$ cat config.mk
export PLATFORM = sky130hd
export DESIGN_NAME = com_bus_arbiter_rr
export DESIGN_NICKNAME = d
export VERILOG_FILES = /design/src/rtl/com_bus_arbiter_rr_pkg.sv /design/src/rtl/rr_arbiter.sv /design/src/rtl/com_bus_arbiter_rr.sv
export SDC_FILE = /design/constraint.sdc
export NUM_CORES = 1
export LEC_CHECK = 0
export ABC_AREA = 1
export CAP_MARGIN = 0
export CORE_ASPECT_RATIO = 1.4
export CORE_MARGIN = 4
export CORE_UTILIZATION = 46
export CTS_BUF_LIST = sky130_fd_sc_hd__clkbuf_8
export DETAILED_ROUTE_END_ITERATION = 16
export HOLD_SLACK_MARGIN = 0.06
export PLACE_DENSITY = 0.67
export SLEW_MARGIN = 30
export SYNTH_ARGS = -nofsm -noshare
export SYNTH_HDL_FRONTEND = slang
export SYNTH_SLANG_ARGS = --single-unit
$ cat constraint.sdc
create_clock -name clk -period 3.7 [get_ports clk]
set_clock_uncertainty 0.05 [all_clocks]
set_input_delay 0.37 -clock clk [delete_from_list [all_inputs] [get_ports clk]]
set_output_delay 0.37 -clock clk [all_outputs]
set_load 0.03 [all_outputs]
$ cat src/rtl/com_bus_arbiter_rr_pkg.sv
// Shared types and helpers for the coherence-bus round-robin arbiter.
package arb_pkg;

  // Top-level bus ownership states.
  typedef enum logic [1:0] {
    IDLE     = 2'd0,
    PROC_OWN = 2'd1,
    TURN     = 2'd2
  } arb_state_e;

  // Pointer width for an N-way arbiter; a 1-way arbiter still gets one bit.
  function automatic int unsigned ptr_width(input int unsigned n);
    return (n > 1) ? $clog2(n) : 1;
  endfunction

  // Index one past the winner, wrapping from n-1 back to 0.
  function automatic int unsigned next_ptr(input int unsigned idx, input int unsigned n);
    return (idx + 1 >= n) ? 0 : idx + 1;
  endfunction

endpackage

$ cat src/rtl/rr_arbiter.sv
// Combinational rotating-priority arbiter: grants the first requester at or
// after ptr, scanning upward and wrapping. Output is one-hot or zero.
module rr_arbiter #(
  parameter int N = 4,
  localparam int PW = (N > 1) ? $clog2(N) : 1
) (
  input  logic [N-1:0]  req,
  input  logic [PW-1:0] ptr,
  input  logic          enable,
  output logic [N-1:0]  gnt
);

  logic          found;
  logic [PW-1:0] idx;

  // Scan requesters starting at ptr; first hit wins.
  always_comb begin
    // NOTE: every variable gets a default before the loop so no latch is inferred.
    gnt   = '0;
    found = 1'b0;
    idx   = '0;
    for (int i = 0; i < N; i++) begin
      idx = PW'((int'(ptr) + i) % N);
      if (enable && !found && req[idx]) begin
        gnt[idx] = 1'b1;
        found    = 1'b1;
      end
    end
  end

endmodule

$ cat src/rtl/com_bus_arbiter_rr.sv
// Coherence-bus arbiter: round-robin processor ownership with bounded tenure,
// and nested snoop-phase arbitration (caches round-robin, memory last) that
// only runs while a processor owns the bus. All outputs are registered.
module com_bus_arbiter_rr
  import arb_pkg::*;
#(
  parameter int NUM_PROC  = 8,
  parameter int NUM_SNOOP = 4,
  parameter int MAX_HOLD  = 16
) (
  input  logic                 clk,
  input  logic                 rst_n,
  input  logic [NUM_PROC-1:0]  Com_Bus_Req_proc,
  output logic [NUM_PROC-1:0]  Com_Bus_Gnt_proc,
  input  logic [NUM_SNOOP-1:0] Com_Bus_Req_snoop,
  output logic [NUM_SNOOP-1:0] Com_Bus_Gnt_snoop,
  input  logic                 Mem_snoop_req,
  output logic                 Mem_snoop_gnt,
  output logic                 Bus_busy,
  output logic                 Gnt_timeout
);

  localparam int PPW      = (NUM_PROC > 1) ? $clog2(NUM_PROC) : 1;
  localparam int SPW      = (NUM_SNOOP > 1) ? $clog2(NUM_SNOOP) : 1;
  localparam int CW       = (MAX_HOLD > 0) ? $clog2(MAX_HOLD + 1) : 1;
  localparam int HOLD_SAT = (MAX_HOLD > 0) ? MAX_HOLD : 1;

  arb_state_e           state;
  logic [PPW-1:0]       proc_ptr;
  logic [SPW-1:0]       snoop_ptr;
  logic [CW-1:0]        hold_cnt;

  logic [NUM_PROC-1:0]  proc_win;
  logic [NUM_SNOOP-1:0] snoop_win;
  logic [PPW-1:0]       proc_win_idx;
  logic [SPW-1:0]       snoop_win_idx;
  logic                 owner_req;
  logic                 snoop_owner_req;
  logic                 hold_expired;

  // Processor-level arbitration is only consulted in IDLE.
  rr_arbiter #(.N(NUM_PROC)) u_proc_arb (
    .req    (Com_Bus_Req_proc),
    .ptr    (proc_ptr),
    .enable (state == IDLE),
    .gnt    (proc_win)
  );

  // Cache-snoop arbitration is only meaningful while a processor owns the bus.
  rr_arbiter #(.N(NUM_SNOOP)) u_snoop_arb (
    .req    (Com_Bus_Req_snoop),
    .ptr    (snoop_ptr),
    .enable (state == PROC_OWN),
    .gnt    (snoop_win)
  );

  // Encode the one-hot winners into indices for pointer rotation.
  always_comb begin
    proc_win_idx  = '0;
    snoop_win_idx = '0;
    for (int i = 0; i < NUM_PROC; i++)
      if (proc_win[i]) proc_win_idx = PPW'(i);
    for (int j = 0; j < NUM_SNOOP; j++)
      if (snoop_win[j]) snoop_win_idx = SPW'(j);
  end

  // Ownership status of the current grants.
  always_comb begin
    owner_req       = |(Com_Bus_Req_proc & Com_Bus_Gnt_proc);
    snoop_owner_req = |(Com_Bus_Req_snoop & Com_Bus_Gnt_snoop);
    // The counter reads MAX_HOLD-1 during the last allowed cycle of tenure.
    hold_expired    = (MAX_HOLD != 0) && (hold_cnt == CW'(MAX_HOLD - 1));
  end

  // Ownership FSM with registered grants, pointers and hold counter.
  // NOTE: reset is asynchronous so every grant drops the moment rst_n falls.
  always_ff @(posedge clk or negedge rst_n) begin
    if (!rst_n) begin
      state             <= IDLE;
      proc_ptr          <= '0;
      snoop_ptr         <= '0;
      hold_cnt          <= '0;
      Com_Bus_Gnt_proc  <= '0;
      Com_Bus_Gnt_snoop <= '0;
      Mem_snoop_gnt     <= 1'b0;
      Bus_busy          <= 1'b0;
      Gnt_timeout       <= 1'b0;
    end else begin
      // NOTE: non-blocking assignments so every register updates from pre-edge values.
      Gnt_timeout <= 1'b0;
      case (state)
        IDLE: begin
          if (|Com_Bus_Req_proc) begin
            state            <= PROC_OWN;
            Com_Bus_Gnt_proc <= proc_win;
            Bus_busy         <= 1'b1;
            proc_ptr         <= PPW'(next_ptr(int'(proc_win_idx), NUM_PROC));
            hold_cnt         <= '0;
          end
        end

        PROC_OWN: begin
          if (!owner_req || hold_expired) begin
            // A voluntary release takes precedence over a coincident timeout.
            state             <= TURN;
            Com_Bus_Gnt_proc  <= '0;
            Com_Bus_Gnt_snoop <= '0;
            Mem_snoop_gnt     <= 1'b0;
            Bus_busy          <= 1'b0;
            Gnt_timeout       <= owner_req;
          end else begin
            if (hold_cnt != CW'(HOLD_SAT))
              hold_cnt <= hold_cnt + 1'b1;
            // Snoop phase: current owner keeps its grant while requesting;
            // otherwise caches are arbitrated before memory.
            if (snoop_owner_req) begin
              Com_Bus_Gnt_snoop <= Com_Bus_Gnt_snoop;
            end else if (Mem_snoop_gnt && Mem_snoop_req) begin
              Mem_snoop_gnt <= 1'b1;
            end else if (|Com_Bus_Req_snoop) begin
              Com_Bus_Gnt_snoop <= snoop_win;
              Mem_snoop_gnt     <= 1'b0;
              snoop_ptr         <= SPW'(next_ptr(int'(snoop_win_idx), NUM_SNOOP));
            end else begin
              Com_Bus_Gnt_snoop <= '0;
              Mem_snoop_gnt     <= Mem_snoop_req;
            end
          end
        end

        TURN: begin
          state <= IDLE;
        end

        default: begin
          state             <= IDLE;
          Com_Bus_Gnt_proc  <= '0;
          Com_Bus_Gnt_snoop <= '0;
          Mem_snoop_gnt     <= 1'b0;
          Bus_busy          <= 1'b0;
        end
      endcase
    end
  end

endmodule

Word-level counts from Yosys, hierarchy flattened --
Cells that the tools add are included.
Storage, ports and cells: bits in registers 27, input port bits 15, word-level logic and storage cells 243
Cells by class: $add $sub $neg 13, magnitude comparators 26, equality and inequality tests 10, multiplexer cells 107, bitwise operators 17, reduce and logical (&&, ||, !) cells 61
Operator list (number):
- 8-bit two-way mux | 10
- 8-bit OR | 7
- 1-bit two-way mux | 44
- 1-bit logical AND | 35
- 3-bit by 4-bit less-than comparator with 1-bit output (second input constant) | 8
- 4-bit two-way mux | 8
- 1-bit binary-select mux with 3-bit select | 8
- 1-bit demux with 3-bit select | 8
- 3-bit by 1-bit >= comparator with 1-bit output (second input constant) | 8
- 8-bit one-hot mux with 3 select lines | 1
- 8-bit OR reduction | 2
- 3-bit two-way mux | 5
- 5-bit two-way mux | 3
- 2-bit two-way mux | 7
- 3-bit adder (second input constant) | 4
- 2-bit by 3-bit less-than comparator with 1-bit output (second input constant) | 4
- 4-bit OR | 3
- 1-bit zero test | 11
- 5-bit one-hot mux with 2 select lines | 1
- 8-bit bitwise AND | 1
- 1-bit binary-select mux with 2-bit select | 4
- 1-bit demux with 2-bit select | 4
- 2-bit by 1-bit >= comparator with 1-bit output (second input constant) | 4
- 2-bit inequality test (second input constant) | 4
- other kinds (29) | 40

Logic depth before layout (Yosys ltp) --
Gate-level depths: netlist of the first run.
depth after elaboration 42, gate-level depth with buffers 26, mapped depth without buffers 25

Cells and area by module --
Synthesis of the first run repeated with hierarchy kept, for this count alone.
Unflattened totals: cells, all modules 511, area, all modules 3105.5 um^2
By module, submodules not included:
- com_bus_arbiter_rr | times used 1, cells an instance 191, area an instance 1416.4 um^2, seq. area each 675.6 um^2
- rr_arbiter (u_proc_arb) | times used 1, cells an instance 254, area an instance 1288.7 um^2, seq. area each 0.0 um^2
- rr_arbiter (u_snoop_arb) | times used 1, cells an instance 66, area an instance 400.4 um^2, seq. area each 0.0 um^2

Worst setup path before layout of the first run --
Ideal clock, no wire load.
path kind reg2reg, from register proc_ptr[0], to register proc_ptr[2], library setup time 0.117 ns, arrival 2.963 ns, data required time 3.533 ns, path slack 0.569 ns, stages on the path, launching flop included 25, path buffers 3, cells stage by stage dfrtp_1 > inv_2 > buf_6 > clkbuf_1 > ha_1 > inv_1 > nand3_1 > nand3_1 > nand2_2 > nand2_2 > nand2_4 > nor2_8 > nand2_2 > nor3_4 > buf_6 > nand3_1 > nand3_2 > nor2_2 > nand2_1 > nand2_1 > ha_1 > inv_1 > nand3_1 > nand3_1 > nand2_1
On the way: longest elaborated chain between the ends 42, elaborated cells between the ends (all ways) 117
RTL lines:
- start, declared | RTL line com_bus_arbiter_rr.sv:29 | logic [PPW-1:0] proc_ptr;
- start signal, assigned | RTL line com_bus_arbiter_rr.sv:97 | proc_ptr <= PPW'(next_ptr(int'(proc_win_idx), NUM_PROC));
- parallel branches: the longest is 31 deep, another holds 3-bit by 4-bit less-than comparator with 1-bit output
- 8-bit two-way mux * | RTL line rr_arbiter.sv:24 | if (enable && !found && req[idx]) begin
- 1-bit two-way mux | RTL line com_bus_arbiter_rr.sv:62 | if (proc_win[i]) proc_win_idx = PPW'(i);
- 2-bit two-way mux (2 in a row) | RTL line com_bus_arbiter_rr.sv:62
- 3-bit two-way mux (3 in a row) | RTL line com_bus_arbiter_rr.sv:62
- 3-bit two-way mux * | RTL line com_bus_arbiter_rr.sv:62
- 3-bit by 1-bit adder with 4-bit output * | RTL line com_bus_arbiter_rr_pkg.sv:18 | return (idx + 1 >= n) ? 0 : idx + 1;
- 4-bit >= comparator | RTL line com_bus_arbiter_rr_pkg.sv:18
- 3-bit two-way mux * | RTL line com_bus_arbiter_rr_pkg.sv:18
Every way passes the cells marked *. The select of a mux whose other input is x is not followed. A chain may end at the register's enable or synchronous reset.

Worst setup path after layout of the first run --
Ends and elaborated chain as after synthesis.

==> summary.txt, run 1 <==
Critical path
  – CP endpoint kind: flip-flop
  – Worst path cell trace: buf_4 -> ha_1 -> inv_1 -> nand2_1 -> nand2_2 -> inv_2 -> nand3_1 -> nand2_2 -> nand3_1 -> o22ai_1 -> a21oi_1 -> nand2_1 -> a21oi_1 -> nand4_1 -> nor2_1 -> nand3_1 -> ha_1 -> inv_1 -> nand3_1 -> nand3_1 -> nand2_1
  – Worst R2R End: proc_ptr[2]
  – Crit path top cell by count: nand3_1
  – WP data required: between 3 and 4 ns
  – R2r setup slk: 0.45 ns
  – RR Startpoint: proc_ptr[0]
  – CP max stage delay: around 0.39 ns
  – Worst path slowest cell: dfrtp_1
  – Depth of the worst register-to-register path: 21
  – Critical path type: flip-flop to flip-flop
  – Crit path DAT: 3.37 ns
  – Worst Path Max Fanout: 23
  – CP startpoint kind: flip-flop

Power
  – Net Sw Frac: 0.607
  – Final Power: around 0.0032 W
  – Leakage: between 1.5 and 2 nW
  – Internal power: approximately 0.0012 W
  – Comb power frac: 0.794
  – Clk network pwr share: 0.052
  – Pwr Density: between 900 and 1000 nW/um2
  – Register share of total power: 0.155
  – Net load switching power: ~0.0019 W
  – Maximum vdd drop: 0.617 mV

Logic synthesis
  – Synth top area share: 0.238
  – Synth Cell Area: 2840 um2
  – Top cells by area, synth: dfrtp_1 (24%), nand2_1 (17%), nand3_1 (8.8%)
  – Synth Instances: 450
  – FF+latch count, synth: 27
  – Mapped Avg Cell Area: ~6.3 um2
  – Seq/Total Area, Yosys: 0.238
  – Synth Warn #: 0
  – Distinct cell type count after synthesis: 41
  – Synth area leader: dfrtp_1
  – Syn Nets: ~480

Clock tree
  – CTS resizes: 0
  – Total CTS buffers: 3
  – Skew-Pair Late Insertion Delay: 0.27 ns
  – Worst-path clk slew: approximately 0.09 ns
  – Hold_buf cts: 0
  – CTS Buffer Depth: 2
  – H-tree depth: 1
  – Setup Fix Bufs, Post-CTS: 0
  – CTS tree: done
  – Sink Count: 27
  – CTS root buf: clkbuf_8

Layout
  – Diodes inserted: 0
  – P&R area growth vs syn: 15.3%
  – Most frequent cells in the layout: nand2_1 (125), inv_1 (56), nand3_1 (50), nor2_1 (37), clkdlybuf4s50_1 (29)
  – Layout net count: 517
  – Final core occ: 0.551
  – Commonest non-fill, non-tap cell in the layout: nand2_1
  – Share of cells above drive strength 1: 0.0911

Timing
  – Final Hold Slack: between 0.4 and 0.5 ns
  – Setup tns final: 0 ns
  – Relative slew slack: 0.568
  – Final Max Slew Viols: 0
  – Worst-Margin Slew: 0.640 ns
  – Final Hold Fails: 0
  – Final worst path period share: 0.879
  – Final setup violating endpoints: 0
  – Fin crit period: ~3.3 ns
  – RSZ-0062 raised after global routing: false
  – FMAX: 307 MHz

Run status
  – Status: completed

Min path
  – HP Class: input pin to asynchronous set/reset pin

Floorplanning
  – Die area: 7520 um2
  – Num rows: 33
  – Die height: slightly above 100 um
  – Die width: between 70 and 80 um
  – I/O pin count: 30
  – Initial Util: 0.478
  – Core Area: 5950 um2

Drt
  – Via Count: 3116
  – Vias per cell: 5.63
  – Post-Route WL: between 8000 and 9000 um
  – Routed Antenna Nets: 0
  – Drt drc: 0
  – DR iter-0 viols: approximately 260
  – Drt pass-1 iters: 5
  – Avg WL per Cell: approximately 16 um

Placed design
  – GP Congestion: roughly 0.96
  – PortBufs: 29
  – Hpwl dp: approximately 7200 um

GRT
  – Largest net degree at the start of global routing: 28
  – Grt total ovfl: 0
  – First-pass GRT wire length: between 10000 and 15000 um
  – GRT Overall Usage: 0.250
  – Vias in the first global route: about 3.1k
  – Initial antenna violation count: 0

Run
  – Maxcap violations: 0
-- area by class of cell --
cell class	count	area (um2)
well taps	70	87.6
inverters	60	225
clock inverters	1	5.00
repair buffers	38	358
flip-flops and latches	27	676
clock buffers	3	41.3
multi-input cells	354	1880
fillers	613	2670
-- power by group through the flow --
stage	Clock, W	Sequential [W]	Combinational [W]
6_report	0.000164	0.000490	0.00252
5_1_grt	0.000183	0.000506	0.00279
4_1_cts	0.000170	0.000492	0.00248
3_5_place_dp	0	0.000496	0.00248
3_3_place_gp	0	0.000496	0.00247
2_1_floorplan	0	0.000534	0.00178
-- Yosys cell counts, drive strengths merged --
master   number
a22o          1
inv          60
nand2       138
and3          1
o21a          1
and2          2
a31oi         2
a211oi        1
nor4          3
a21o          2
nor2         41
nor3         21
clkbuf        4
nand3b        1
a21boi        1
a221oi        2
nor3b         1
o22ai         7
o2111ai       1
a32o          1
or2           1
buf           5
a21oi        18
nand3        55
o21ai        23
o211ai        4
nand4         8
ha           18
dfrtp        27
-- metal layers --
metal	share of wire	GRT usage	vias up
li1	-	-	1557
met1	0.40	0.290	1415
met2	0.53	0.454	108
met3	0.033	0.0230	36
met4	0.038	0.107	0
met5	0	0	-
-- metrics by stage --
step | instances | worst slack (ns) | area (um2)
after floorplan | 450 | 0.569 | 2840
after global placement | 549 | 0.462 | 3230
after detailed placement | 549 | 0.443 | 3230
after CTS | 553 | 0.472 | 3280
after global routing | 553 | 0.235 | 3280
final | 553 | 0.446 | 3280
-- worst max path at each step --
stage	depth (start not counted)	startpoint	to
4_1_cts	22	proc_ptr[0]	proc_ptr[2]
2_1_floorplan	24	proc_ptr[0]	proc_ptr[2]
3_3_place_gp	19	Com_Bus_Req_proc[3]	proc_ptr[2]
5_1_grt	22	proc_ptr[0]	proc_ptr[2]
6_report	21	proc_ptr[0]	proc_ptr[2]
3_5_place_dp	19	Com_Bus_Req_proc[3]	proc_ptr[2]
-- sequential cells by signal, summed over array words and instances, names as in the netlist --
signal / flops
hold_cnt: 5
Mem_snoop_gnt: 1
state: 2
Gnt_timeout: 1
Com_Bus_Gnt_proc: 8
Com_Bus_Gnt_snoop: 4
proc_ptr: 3
snoop_ptr: 2
Bus_busy: 1
-- critical path, delay by kind of cell, from the launching register on --
kind | cells | cell delay, ns
compound gates | 3 | 0.46
simple gates | 12 | 1.35
buf+inv | 4 | 0.43
flops | 1 | 0.39
fa+ha+maj | 2 | 0.44
-- logic make-up (layout without fill, tap and decap cells) --
| kind of cell | Yosys count | count (layout) | share of synthesized area |
|---|---|---|---|
| simple gates | 272 | 272 | 0.449 |
| flops | 27 | 27 | 0.238 |
| buf+inv | 69 | 102 | 0.0995 |
| compound gates | 64 | 64 | 0.135 |
| fa+ha+maj | 18 | 18 | 0.0793 |
Power figures use the tool's default switching activity.
==> run 2: changes to the inputs <==
--- a/config.mk
+++ b/config.mk
@@ -14,6 +14,7 @@
 export DETAILED_ROUTE_END_ITERATION = 16
 export HOLD_SLACK_MARGIN = 0.06
 export PLACE_DENSITY = 0.67
+export SETUP_SLACK_MARGIN = 0.5
 export SLEW_MARGIN = 30
 export SYNTH_ARGS = -nofsm -noshare
 export SYNTH_HDL_FRONTEND = slang
==> run 2 against run 1 <==
Effect of this change:
- die area unchanged
- sequential power increased by 2%
- core utilization increased by 5.2 points
- register-to-register slack improved by 0.20 ns
- routed wire length increased by 5.5%
- combinational power increased by 18%
- global-route usage unchanged
- via count increased by 4.7%
- largest cell class unchanged
- highest routed layer unchanged
==> summary.txt, run 2 (same netlist as run 1, synthesis figures left out) <==
Drt
  – Drt pass-1 iters: 5 (unchanged)
  – Post-Route WL: 9270 um (+5.5%)
  – Via Count: 3262 (+4.7%)
  – Vias per cell: 5.70 (+1.2%)
  – Routed Antenna Nets: 0 (unchanged)
  – Drt drc: 0 (unchanged)
  – Avg WL per Cell: 16.2 um (+2.0%)
  – DR iter-0 viols: 321 (+25%)

Critical path
  – CP max stage delay: 0.44 ns (+0.05 ns)
  – Critical path type: flip-flop to flip-flop
  – CP delay by family, top: simple AND/OR/NAND/NOR gates
  – Crit path top cell by count: nand2_4
  – Worst Path Max Fanout: 8 (-65%)
  – CP endpoint kind: flip-flop
  – Crit path DAT: 3.16 ns (-0.21 ns)
  – WP buf/inv: 5 (+1)
  – CP startpoint kind: flip-flop
  – Worst path slowest cell: dfrtp_2
  – WP data required: 3.80 ns (about the same)
  – Worst path cell trace: buf_12 -> ha_1 -> inv_1 -> nand2_2 -> nand2_4 -> inv_8 -> nand3_4 -> nand2_4 -> nand2_4 -> nand2_4 -> nor2_8 -> nand2_4 -> nor3_4 -> buf_2 -> nand3_1 -> nand3_2 -> inv_1 -> nand3_1 -> ha_2 -> nand2_1 -> o21ai_0

Clock tree
  – CTS root buf: clkbuf_8
  – Sink Count: 27 (unchanged)
  – H-tree depth: 1 (unchanged)
  – Worst-path clk slew: 0.09 ns (about the same)
  – CTS tree: done
  – CTS Buffer Depth: 2 (unchanged)
  – Hold_buf cts: 0 (unchanged)
  – Total CTS buffers: 3 (unchanged)
  – Skew-Pair Late Insertion Delay: 0.27 ns (about the same)

Layout
  – Most frequent cells in the layout: nand2_1 (123), inv_1 (54), nand3_1 (42), nor2_1 (34), clkdlybuf4s50_1 (29)
  – Commonest non-fill, non-tap cell in the layout: nand2_1
  – Max FFs per register: 8 (unchanged)
  – Diodes inserted: 0 (unchanged)
  – Share of cells above drive strength 1: 0.169 (+0.0782)
  – Biggest regs: Com_Bus_Gnt_proc (8), hold_cnt (5), Com_Bus_Gnt_snoop (4)
  – FILL cells: 582 (-5.1%)
  – Layout net count: 536 (+3.7%)
  – P&R area growth vs syn: 26.2%
  – Top reg by flops: Com_Bus_Gnt_proc

Power
  – Comb power frac: 0.819 (+0.025)
  – Net load switching power: 0.00212 W (+10%)
  – Register share of total power: 0.137 (-0.018)
  – Net Sw Frac: 0.581 (-0.0262)
  – Internal power: 0.00153 W (+23%)
  – Clk network pwr share: 0.045 (-0.007)
  – Leakage: 1.81 nW (+8.0%)
  – Maximum vdd drop: 0.599 mV (-3.0%)
  – Pwr Density: 1020 nW/um2 (+5.0%)

Floorplanning
  – Initial Util: 0.478 (unchanged)
  – I/O pin count: 30 (unchanged)
  – Die area: 7520 um2 (unchanged)
  – Die height: 101 um (unchanged)
  – Num rows: 33 (unchanged)
  – Core Area: 5950 um2 (unchanged)
  – Die width: 74.4 um (unchanged)

Placed design
  – PortBufs: 29 (unchanged)
  – GP Congestion: 0.962 (unchanged)
  – Post-Place Worst Slack: 0.443 ns (unchanged)
  – Hpwl dp: 7160 um (unchanged)

GRT
  – GRT Overall Usage: 0.250 (unchanged)
  – Initial antenna violation count: 0 (unchanged)
  – Largest net degree at the start of global routing: 28 (unchanged)
  – Grt total ovfl: 0 (unchanged)
  – First-pass GRT wire length: 14700 um (unchanged)
  – Vias in the first global route: 3132 (unchanged)

Timing
  – Final Hold Slack: 0.418 ns (+0.00169 ns)
  – Final worst path period share: 0.826 (-0.0536)
  – Final setup violating endpoints: 0 (unchanged)
  – FMAX: 327 MHz (+6.5%)
  – Fin crit period: 3.06 ns (-0.198 ns)
  – RSZ-0062 raised after global routing: false
  – Worst-Margin Slew: 0.648 ns (+0.00753 ns)
  – Final setup margin: 0.645 ns (+0.198 ns)
  – Final Max Slew Viols: 0 (unchanged)
  – Final Hold Fails: 0 (unchanged)
  – Relative slew slack: 0.563 (-0.00507)
  – Setup tns final: 0 ns (unchanged)

Run
  – Maxcap violations: 0 (unchanged)

Run status
  – Status: completed

Min path
  – HP Class: input pin to asynchronous set/reset pin
[run 2: stage by stage]
stage	cell area (um2)	power, W	cells	util
4_1_cts	3280	0.00315	553	0.552
5_1_grt	3590	0.00396	572	0.603
6_report	3590	0.00365	572	0.603
2_1_floorplan	2840	0.00231	450	-
3_3_place_gp	3230	0.00297	549	0.543
3_5_place_dp	3230	0.00297	549	0.543
[run 2: final timing paths]
check                              endpoint  slack (ns)  cells after the start   startpoint
worst min-delay path            hold_cnt[0]        0.42                      2        rst_n
max in group asynchronous       proc_ptr[0]        2.90                      2        rst_n
worst min register to register     Bus_busy        0.44                      2     Bus_busy
min in group clk                   Bus_busy        0.44                      2     Bus_busy
worst max-delay path            proc_ptr[1]        0.64                     21  proc_ptr[0]
worst max register to register  proc_ptr[1]        0.64                     21  proc_ptr[0]
[run 2: power by group through the flow]
stage | Clock (W) | Combinational [W] | Sequential, W
2_1_floorplan | 0 | 0.00178 | 0.000534
3_3_place_gp | 0 | 0.00247 | 0.000496
3_5_place_dp | 0 | 0.00248 | 0.000496
4_1_cts | 0.000170 | 0.00249 | 0.000493
5_1_grt | 0.000183 | 0.00326 | 0.000514
6_report | 0.000164 | 0.00298 | 0.000498
[run 2: cell type report]
type | count | area (um2) | share of cell area
clock buffer | 3 | 41.3 | 0.0115
clock inverter | 1 | 5.00 | 0.00140
inverter | 60 | 235 | 0.0656
multi-input combinational | 354 | 2000 | 0.559
sequential | 27 | 678 | 0.189
tap | 70 | 87.6 | 0.0244
timing repair buffer | 57 | 536 | 0.149
[run 2: metal layers]
layer	global-route usage	share of wire
met1	0.290	0.38
met2	0.454	0.52
met3	0.0230	0.038
met4	0.107	0.056
met5	0	0
[run 2: repair_timing]
item / in CTS / in global routing
endpoints found under the hold margin: 0 / 0
gates cloned: 0 / 2
pin swaps: 0 / 13
setup buffers: 0 / 17
setup endpoints to repair: 1 / 2
gates resized for setup: 1 / 38
[run 2: worst register-to-register path, stage by stage (launching register included)]
cell and delay (ns):
dfrtp_2 0.44, buf_12 0.14, ha_1 0.20, inv_1 0.06
nand2_2 0.06, nand2_4 0.12, inv_8 0.05, nand3_4 0.06
nand2_4 0.07, nand2_4 0.10, nand2_4 0.07, nor2_8 0.18
nand2_4 0.08, nor3_4 0.27, buf_2 0.19, nand3_1 0.08
nand3_2 0.15, inv_1 0.09, nand3_1 0.09, ha_2 0.26
nand2_1 0.06, o21ai_0 0.07
